$ cat src/rtl/mem_port_arbiter.sv
// mem_port_arbiter: shares one single-port memory between fetch and data ports, data first with a fetch starvation guard
module mem_port_arbiter #(
    parameter int AW         = 32,
    parameter int MAX_STREAK = 4
) (
    input  logic          clk,
    input  logic          rst_n,
    input  logic          i_req,
    input  logic [AW-1:0] i_addr,
    output logic [31:0]   i_rdata,
    output logic          i_ack,
    input  logic          d_req,
    input  logic          d_we,
    input  logic [AW-1:0] d_addr,
    input  logic [31:0]   d_wdata,
    input  logic [3:0]    d_wstrb,
    output logic [31:0]   d_rdata,
    output logic          d_ack,
    output logic          mem_req,
    output logic          mem_we,
    output logic [AW-1:0] mem_addr,
    output logic [31:0]   mem_wdata,
    output logic [3:0]    mem_wstrb,
    input  logic [31:0]   mem_rdata,
    input  logic          mem_ack,
    output logic          busy
);
    typedef enum logic [1:0] {IDLE, BUSY_I, BUSY_D, RESP} state_t;
    state_t     state;
    logic [3:0] streak;
    logic       starve;
    logic       grant_d;
    assign starve  = i_req && streak == 4'(MAX_STREAK);
    assign grant_d = d_req && !starve;
    always_ff @(posedge clk or negedge rst_n) begin
        if (!rst_n) begin
            state     <= IDLE;
            streak    <= 4'd0;
            busy      <= 1'b0;
            i_ack     <= 1'b0;
            d_ack     <= 1'b0;
            i_rdata   <= 32'd0;
            d_rdata   <= 32'd0;
            mem_req   <= 1'b0;
            mem_we    <= 1'b0;
            mem_addr  <= '0;
            mem_wdata <= 32'd0;
            mem_wstrb <= 4'd0;
        end else begin
            i_ack <= 1'b0;
            d_ack <= 1'b0;
            case (state)
                IDLE: begin
                    if (grant_d) begin
                        mem_req   <= 1'b1;
                        mem_we    <= d_we;
                        mem_addr  <= d_addr;
                        mem_wdata <= d_wdata;
                        mem_wstrb <= d_we ? d_wstrb : 4'd0;
                        streak    <= !i_req ? 4'd0 : (streak == 4'(MAX_STREAK)) ? streak : streak + 4'd1;
                        busy      <= 1'b1;
                        state     <= BUSY_D;
                    end else if (i_req) begin
                        mem_req   <= 1'b1;
                        mem_we    <= 1'b0;
                        mem_addr  <= i_addr;
                        mem_wstrb <= 4'd0;
                        streak    <= 4'd0;
                        busy      <= 1'b1;
                        state     <= BUSY_I;
                    end else begin
                        mem_req <= 1'b0;
                    end
                end
                BUSY_I: begin
                    if (mem_ack) begin
                        mem_req <= 1'b0;
                        i_rdata <= mem_rdata;
                        i_ack   <= 1'b1;
                        state   <= RESP;
                    end
                end
                BUSY_D: begin
                    if (mem_ack) begin
                        mem_req <= 1'b0;
                        d_rdata <= mem_we ? d_rdata : mem_rdata;
                        d_ack   <= 1'b1;
                        state   <= RESP;
                    end
                end
                RESP: begin
                    // requests are deliberately not sampled here so a held request is not re-granted
                    busy  <= 1'b0;
                    state <= IDLE;
                end
            endcase
        end
    end
endmodule

$ cat config.mk
export PLATFORM = sky130hd
export DESIGN_NAME = mem_port_arbiter
export DESIGN_NICKNAME = d
export VERILOG_FILES = /design/src/rtl/mem_port_arbiter.sv
export SDC_FILE = /design/constraint.sdc
export NUM_CORES = 1
export LEC_CHECK = 0
export CORE_MARGIN = 3
export CORE_UTILIZATION = 47
export CTS_BUF_LIST = sky130_fd_sc_hd__clkbuf_8
export CTS_CLUSTER_SIZE = 28
export DETAILED_ROUTE_END_ITERATION = 10
export PLACE_DENSITY = 0.89
export RECOVER_POWER = 50
export SETUP_SLACK_MARGIN = 0.15
export SLEW_MARGIN = 10
export SYNTH_ARGS = -nofsm -noshare
export SYNTH_HDL_FRONTEND = slang
export SYNTH_SLANG_ARGS = --single-unit
$ cat constraint.sdc
create_clock -name clk -period 3.91 [get_ports clk]
set_clock_uncertainty 0.2 [all_clocks]
set_input_delay 0.782 -clock clk [delete_from_list [all_inputs] [get_ports clk]]
set_output_delay 0.782 -clock clk [all_outputs]
set_load 0.005 [all_outputs]
==> impl_results.md, run 1 <==
- Final Setup Violations: 0
- Final HPWL DP: 12800 um
- Yosys Warn Count: 0
- Yosys cell types: 32
- TritonCTS buffer count: 17
- CP Buf/Inv Count: 2
- Hold crit path type: flip-flop to flip-flop
- Failing checks: capacitance limit, slew limit
- Power share of the clock group: 0.176
- Die height: 120 um
- Switching Share: 0.314
- Via-per-instance ratio: 5.25
- Internal power: 4.90 mW
- Via count: 4826
- Cell family with most CP delay: buffers and inverters
- Chip Width: 120 um
- Net load switching power: 2.24 mW
- Initial Util: 0.482
- Nets: 878
- PwrDens: 762 nW/um^2
- Static Leak: 3.94 nW
- Post-synthesis mux area share: 0.179
- Combinational power share: 0.456
- Fin crit period: 3.17 ns
- Unrepaired setup endpoints after global routing: false
- Syn nets: 612
- H-tree depth: 4
- Final Instance Count excl. Fillers: 919
- IO Pins: 275
- CTS resizes: 0
- Antenna violations before repair: 0
- Complex-gate fraction of the synthesized area: 0.0863
- Post-synthesis adder-cell area fraction: 0.0123
- Cts hold-fix bufs: 0
- Fin Hold WS: 0.293 ns
- Remaining routing DRC violations: 0
- Layout area overhead: 53.4%
- Fin. Hold Viols: 0
- Clock tree buffer depth: 2
- Slew Viols, Final: 66
- CTS tree: yes
- Sequential power share: 0.369
- Crit share post-route: 0.812
- Crit-path max FO: 33
- CP required: 4.03 ns
- Placer Congestion: 0.879
- Core Area: 12700 um^2
- Final Routed Wirelength: 17700 um
- Largest net degree at the start of global routing: 127
- Largest family of logic cells by synthesized area: multiplexers
- DR WL met2: 9140 um
- Most common cell after layout, fill and taps aside: clkdlybuf4s50_1
- DIE AREA: 14400 um^2
- Peak supply drop: 0.000364 V
- Metal1 wirelength: 6910 um
- Worst slew pin tran: 1.97 ns
- Placed cell count: 886
- CP max stage delay: 1.39 ns
- Critical path capture point type: flip-flop
- Total grt overflow: 0
- Register area share after synthesis: 0.586
- Clk Tree Root Cell: clkbuf_8
- Synth Area in XOR/XNOR: 0
- Mapped cell area: 6110 um^2
- Clock Latency Late Sink: 0.44 ns
- Fin area: 9370 um^2
- Pre-antenna DRT Iters: 4
- Post-synth top flop: dfrtp_1
- Synth Instances: 468
- Placement-stage cell area: 8930 um^2
- FP Rows: 41
- Relative slew margins: -0.311
- Worst Setup Start Kind: input pin
- Flops & latches, synth: 143
- Post-CTS Setup Bufs: 0
- Slowest CP cell: clkbuf_1
- Layout cells sized above 1: 0.138
- Clock slew at reported path FFs: 0.08 ns
- Highest routed metal layer: met4
- Setup Crit Path Kind: input pin to flip-flop
- Vias in the first global route: 5093
- # Max-Cap Violations: 2
- WL/cell: 19.3 um
- Met3 wire length: 1270 um
- Antenna-violating nets left: 0
- TNS Setup: 0 ns
- Crit path arrival time: 3.29 ns
- Max Clk Rate: 0.315 GHz
- Outcome: finished, violations left
- Diodes inserted: 0
- Async S/R FF share, synth: 1.00
- CTS sink count: 143
- Total Routing Usage GR: 0.247
- Synthesized area per cell: 13.0 um^2
- Commonest non-fill, non-tap cells in the layout: 272 x clkdlybuf4s50_1, 143 x dfrtp_1, 78 x nand2_1, 64 x mux2_1
- Post-Synth Simple-Gate Area: 0.0983
- DRT iter0 DRCs: 372
- Number of synthesized flops with an enable pin: 0
- Crit-path cells: dlygate4sd3_1 -> nand2_1 -> clkbuf_1 -> mux2_2
- Global-route wire length before repair: 27500 um
- Input/output buffers: 274
==> power groups by stage <==
stage	Clock, mW	Sequential (mW)	Combinational, mW
floorplan	0	2.65	1.28
global placement	0	2.60	3.16
detailed placement	0	2.64	3.28
CTS	1.29	2.63	3.29
global route	1.35	2.71	3.50
finish	1.25	2.63	3.26
==> path summary, 6_finish.rpt <==
kind                                        start                   endpoint  slack, ns  depth (start not counted)
max                                       mem_ack    i_rdata[23]$_DFFE_PN0P_       0.74                          4
min                        d_rdata[1]$_DFFE_PN0P_     d_rdata[1]$_DFFE_PN0P_       0.29                          1
max reg2reg                  state[0]$_DFFE_PN0P_           busy$_DFFE_PN0P_       1.00                          6
min reg2reg                d_rdata[1]$_DFFE_PN0P_     d_rdata[1]$_DFFE_PN0P_       0.29                          1
max in group asynchronous                   rst_n  mem_wdata[29]$_DFFE_PN0P_       1.30                          3
min in group asynchronous                   rst_n    d_rdata[30]$_DFFE_PN0P_       0.69                          1
==> cell type report <==
type	instances	area, um^2
multi-input cells	280	2290
well taps	172	215
fillers	844	3300
clock buffers	17	234
flip-flops and latches	143	3580
inverters	9	33.8
clock inverters	15	196
repair buffers	283	2820
==> per-stage QoR <==
stage / power, mW / worst slack [ns] / utilization
after floorplan: 3.93 / 1.88 / -
after global placement: 5.76 / 0.887 / 0.705
after detailed placement: 5.91 / 0.786 / 0.705
after CTS: 7.21 / 1.28 / 0.739
after global routing: 7.56 / 0.633 / 0.739
final: 7.14 / 0.736 / 0.739
==> layer usage <==
layer  track usage  vias up
li1              -     2189
met1         0.296     2383
met2         0.420      223
met3        0.0697       31
met4        0.0966        0
met5             0        -
==> synthesized netlist by cell type, types with 2 or more instances <==
cell type	count	area (um^2)
o2bb2ai_1	2	17.5
nand3_1	4	20.0
clkbuf_1	14	52.6
nor2_1	2	7.51
a21oi_1	2	10.0
and2_1	2	12.5
ha_1	6	75.1
nand2_1	78	293
buf_6	5	56.3
o21ai_1	7	35.0
o211ai_1	2	15.0
nand4_1	32	200
a41oi_1	2	17.5
buf_4	3	22.5
mux2_2	32	360
dfrtp_1	143	3580
nor2b_1	2	12.5
mux2_1	64	721
inv_1	9	33.8
o211ai_2	30	375
buf_2	14	70.1
o22ai_1	3	18.8
==> cells by family after synthesis <==
logic type               Yosys count
AO/OA/AOI/OAI                     53
flip-flops                       143
buffers and inverters             45
adder cells (fa/ha/maj)            6
AND/OR/NAND/NOR                  124
multiplexers                      97
==> state kept, by name, indices dropped and copies added, names as in the netlist <==
signal / count
d_rdata: 32
mem_wdata: 32
mem_addr: 32
busy: 1
d_ack: 1
mem_we: 1
state: 2
i_rdata: 32
mem_req: 1
streak: 4
i_ack: 1
mem_wstrb: 4
Note: power is estimated with default switching activity, not from simulation.
==> run 2, diff against run 1 <==
- CORE_UTILIZATION: 47 -> 39
- PLACE_DENSITY: 0.89 -> 0.79
- clock period: 3.91 -> 2.6 ns (I/O delays scaled with it)
==> impl_results.md, run 2 (synthesis results as in run 1) <==
- Reg2reg path depth: 6 (unchanged)
- Chip Width: 131 um (was 120 um)
- Post-CTS Setup Bufs: 0 (unchanged)
- Unrepaired setup endpoints after global routing: false (unchanged)
- Input/output buffers: 274 (unchanged)
- Layout cells sized above 1: 0.150 (was 0.138)
- Nets: 884 (was 878)
- Via-per-instance ratio: 5.00 (was 5.25)
- Final HPWL DP: 12600 um (was 12800 um)
- Vias in the first global route: 5176 (was 5093)
- Setup Crit Path Kind: flip-flop to flip-flop (was input pin to flip-flop)
- Peak supply drop: 0.000486 V (was 0.000364 V)
- Critical path capture point type: flip-flop (unchanged)
- Cts hold-fix bufs: 1 (was 0)
- Placer Congestion: 0.844 (was 0.879)
- TritonCTS buffer count: 17 (unchanged)
- Critical R2R Capture: d_rdata[19]$_DFFE_PN0P_ (was busy$_DFFE_PN0P_)
- Total grt overflow: 0 (unchanged)
- Remaining routing DRC violations: 0 (unchanged)
- Antenna violations before repair: 0 (unchanged)
- FP Rows: 45 (was 41)
- WHS Path Cells: 1 (unchanged)
- Fin area: 9480 um^2 (was 9370 um^2)
- Via count: 4824 (was 4826)
- Reg-to-reg startpoint: state[0]$_DFFE_PN0P_ (unchanged)
- Clock tree buffer depth: 2 (unchanged)
- Largest net degree at the start of global routing: 66 (was 127)
- Final Routed Wirelength: 16900 um (was 17700 um)
- Crit path arrival time: 2.43 ns (was 3.29 ns)
- Clock Latency Late Sink: 0.43 ns (was 0.44 ns)
- Clk Tree Root Cell: clkbuf_8 (unchanged)
- WHS Endpoint: mem_wdata[14]$_DFFE_PN0P_ (was d_rdata[1]$_DFFE_PN0P_)
- Most common cell after layout, fill and taps aside: clkdlybuf4s50_1 (unchanged)
- Outcome: finished, violations left (unchanged)
- Failing checks: capacitance limit, slew limit (unchanged)
- Placement-stage cell area: 9090 um^2 (was 8930 um^2)
- CTS resizes: 0 (unchanged)
- TNS Setup: 0 ns (unchanged)
- Critical path origin: state[0]$_DFFE_PN0P_ (was mem_ack)
- Diodes inserted: 0 (unchanged)
- Pre-antenna DRT Iters: 4 (unchanged)
- Worst Setup Start Kind: flip-flop (was input pin)
- Worst Min Path Start: mem_wdata[14]$_DFFE_PN0P_ (was d_rdata[1]$_DFFE_PN0P_)
- Worst slew pin tran: 1.51 ns (was 1.97 ns)
- Commonest non-fill, non-tap cells in the layout: 271 x clkdlybuf4s50_1, 143 x dfrtp_1, 78 x nand2_1, 64 x mux2_1 (was 272 x clkdlybuf4s50_1, 143 x dfrtp_1, 78 x nand2_1, 64 x mux2_1)
- Crit share post-route: 0.891
- CTS tree: yes (unchanged)
- Antenna-violating nets left: 0 (unchanged)
- PwrDens: 1120 nW/um^2 (was 762 nW/um^2)
- Total Routing Usage GR: 0.201 (was 0.247)
- Die height: 131 um (was 120 um)
- Clock slew at reported path FFs: 0.08 ns (about the same)
- CTS sink count: 143 (unchanged)
- Fin. Hold Viols: 0 (unchanged)
- Max Clk Rate: 0.432 GHz
- Final Setup Violations: 0 (unchanged)
- DRT iter0 DRCs: 275 (was 372)
- WL/cell: 17.6 um (was 19.3 um)
- Static Leak: 3.98 nW (was 3.94 nW)
- Initial Util: 0.400 (was 0.482)
- CP required: 2.72 ns (was 4.03 ns)
- Crit-path max FO: 32 (was 33)
- DIE AREA: 17200 um^2 (was 14400 um^2)
- Fin crit period: 2.32 ns
- Core Area: 15300 um^2 (was 12700 um^2)
- Global-route wire length before repair: 28000 um (was 27500 um)
- # Max-Cap Violations: 1 (was 2)
- Reg2reg setup slack: 0.28 ns (was 1.00 ns)
- IO Pins: 275 (unchanged)
- H-tree depth: 4 (unchanged)
- Layout area overhead: 55.2% (was 53.4%)
- Slew Viols, Final: 64 (was 66)
- Relative slew margins: -0.00893 (was -0.311)
- Hold crit path type: flip-flop to flip-flop (unchanged)
run 2: changes by cell type in the layout (fill, tap and decap cells not counted), moves of 2 or more:
cell / delta
inv_6: +2
buf_4: +3
clkbuf_1: -3
buf_2: +2
buf_12: +3
clkinv_4: -2
clkbuf_2: +2
run 2: routing by layer:
layer / global-route usage / vias to the layer above / part of all wire
met5: 0 / - / 0
met4: 0.0735 / 0 / 0.027
met3: 0.0651 / 30 / 0.074
met2: 0.329 / 225 / 0.49
met1: 0.249 / 2357 / 0.41
li1: - / 2212 / -
run 2: worst max path at each step:
| stage | to | cells after the start |
|---|---|---|
| floorplan | mem_wdata[10]$_DFFE_PN0P_ | 6 |
| global placement | mem_addr[0]$_DFFE_PN0P_ | 4 |
| detailed placement | mem_addr[0]$_DFFE_PN0P_ | 4 |
| CTS | mem_wdata[21]$_DFFE_PN0P_ | 4 |
| global route | d_rdata[19]$_DFFE_PN0P_ | 6 |
| finish | d_rdata[19]$_DFFE_PN0P_ | 6 |
run 2: cell type report:
cell class / instances / area, um^2
clock buffers: 18 / 248
flip-flops and latches: 143 / 3580
inverters: 9 / 33.8
clock inverters: 14 / 165
multi-input cells: 280 / 2310
well taps: 211 / 264
repair buffers: 289 / 2880
fillers: 1211 / 5780
run 2: critical path, stage by stage (launching register included):
cell and delay [ns]:
dfrtp_1 0.39, inv_1 0.09, ha_1 0.20, and2_0 0.18
nand2b_1 0.07, clkbuf_2 0.67, mux2_1 0.39
run 2: metrics by stage:
| step | total power, mW | hold slack [ns] | worst slack, ns | utilization | std cells |
|---|---|---|---|---|---|
| after floorplan | 5.91 | 0.0244 | 0.786 | - | 468 |
| after global placement | 8.77 | 0.270 | 0.129 | 0.596 | 931 |
| after detailed placement | 8.95 | 0.278 | 0.0910 | 0.596 | 931 |
| after CTS | 10.8 | 0.297 | 0.321 | 0.624 | 964 |
| after global routing | 11.3 | 0.304 | 0.145 | 0.621 | 964 |
| final | 10.6 | 0.291 | 0.284 | 0.621 | 964 |
run 2: report_power, final:
| part | internal [mW] | switching [mW] | leakage (nW) |
|---|---|---|---|
| combinational | 3.04 | 1.86 | 2.04 |
| clock | 0.972 | 0.848 | 0.208 |
| sequential | 3.34 | 0.590 | 1.73 |
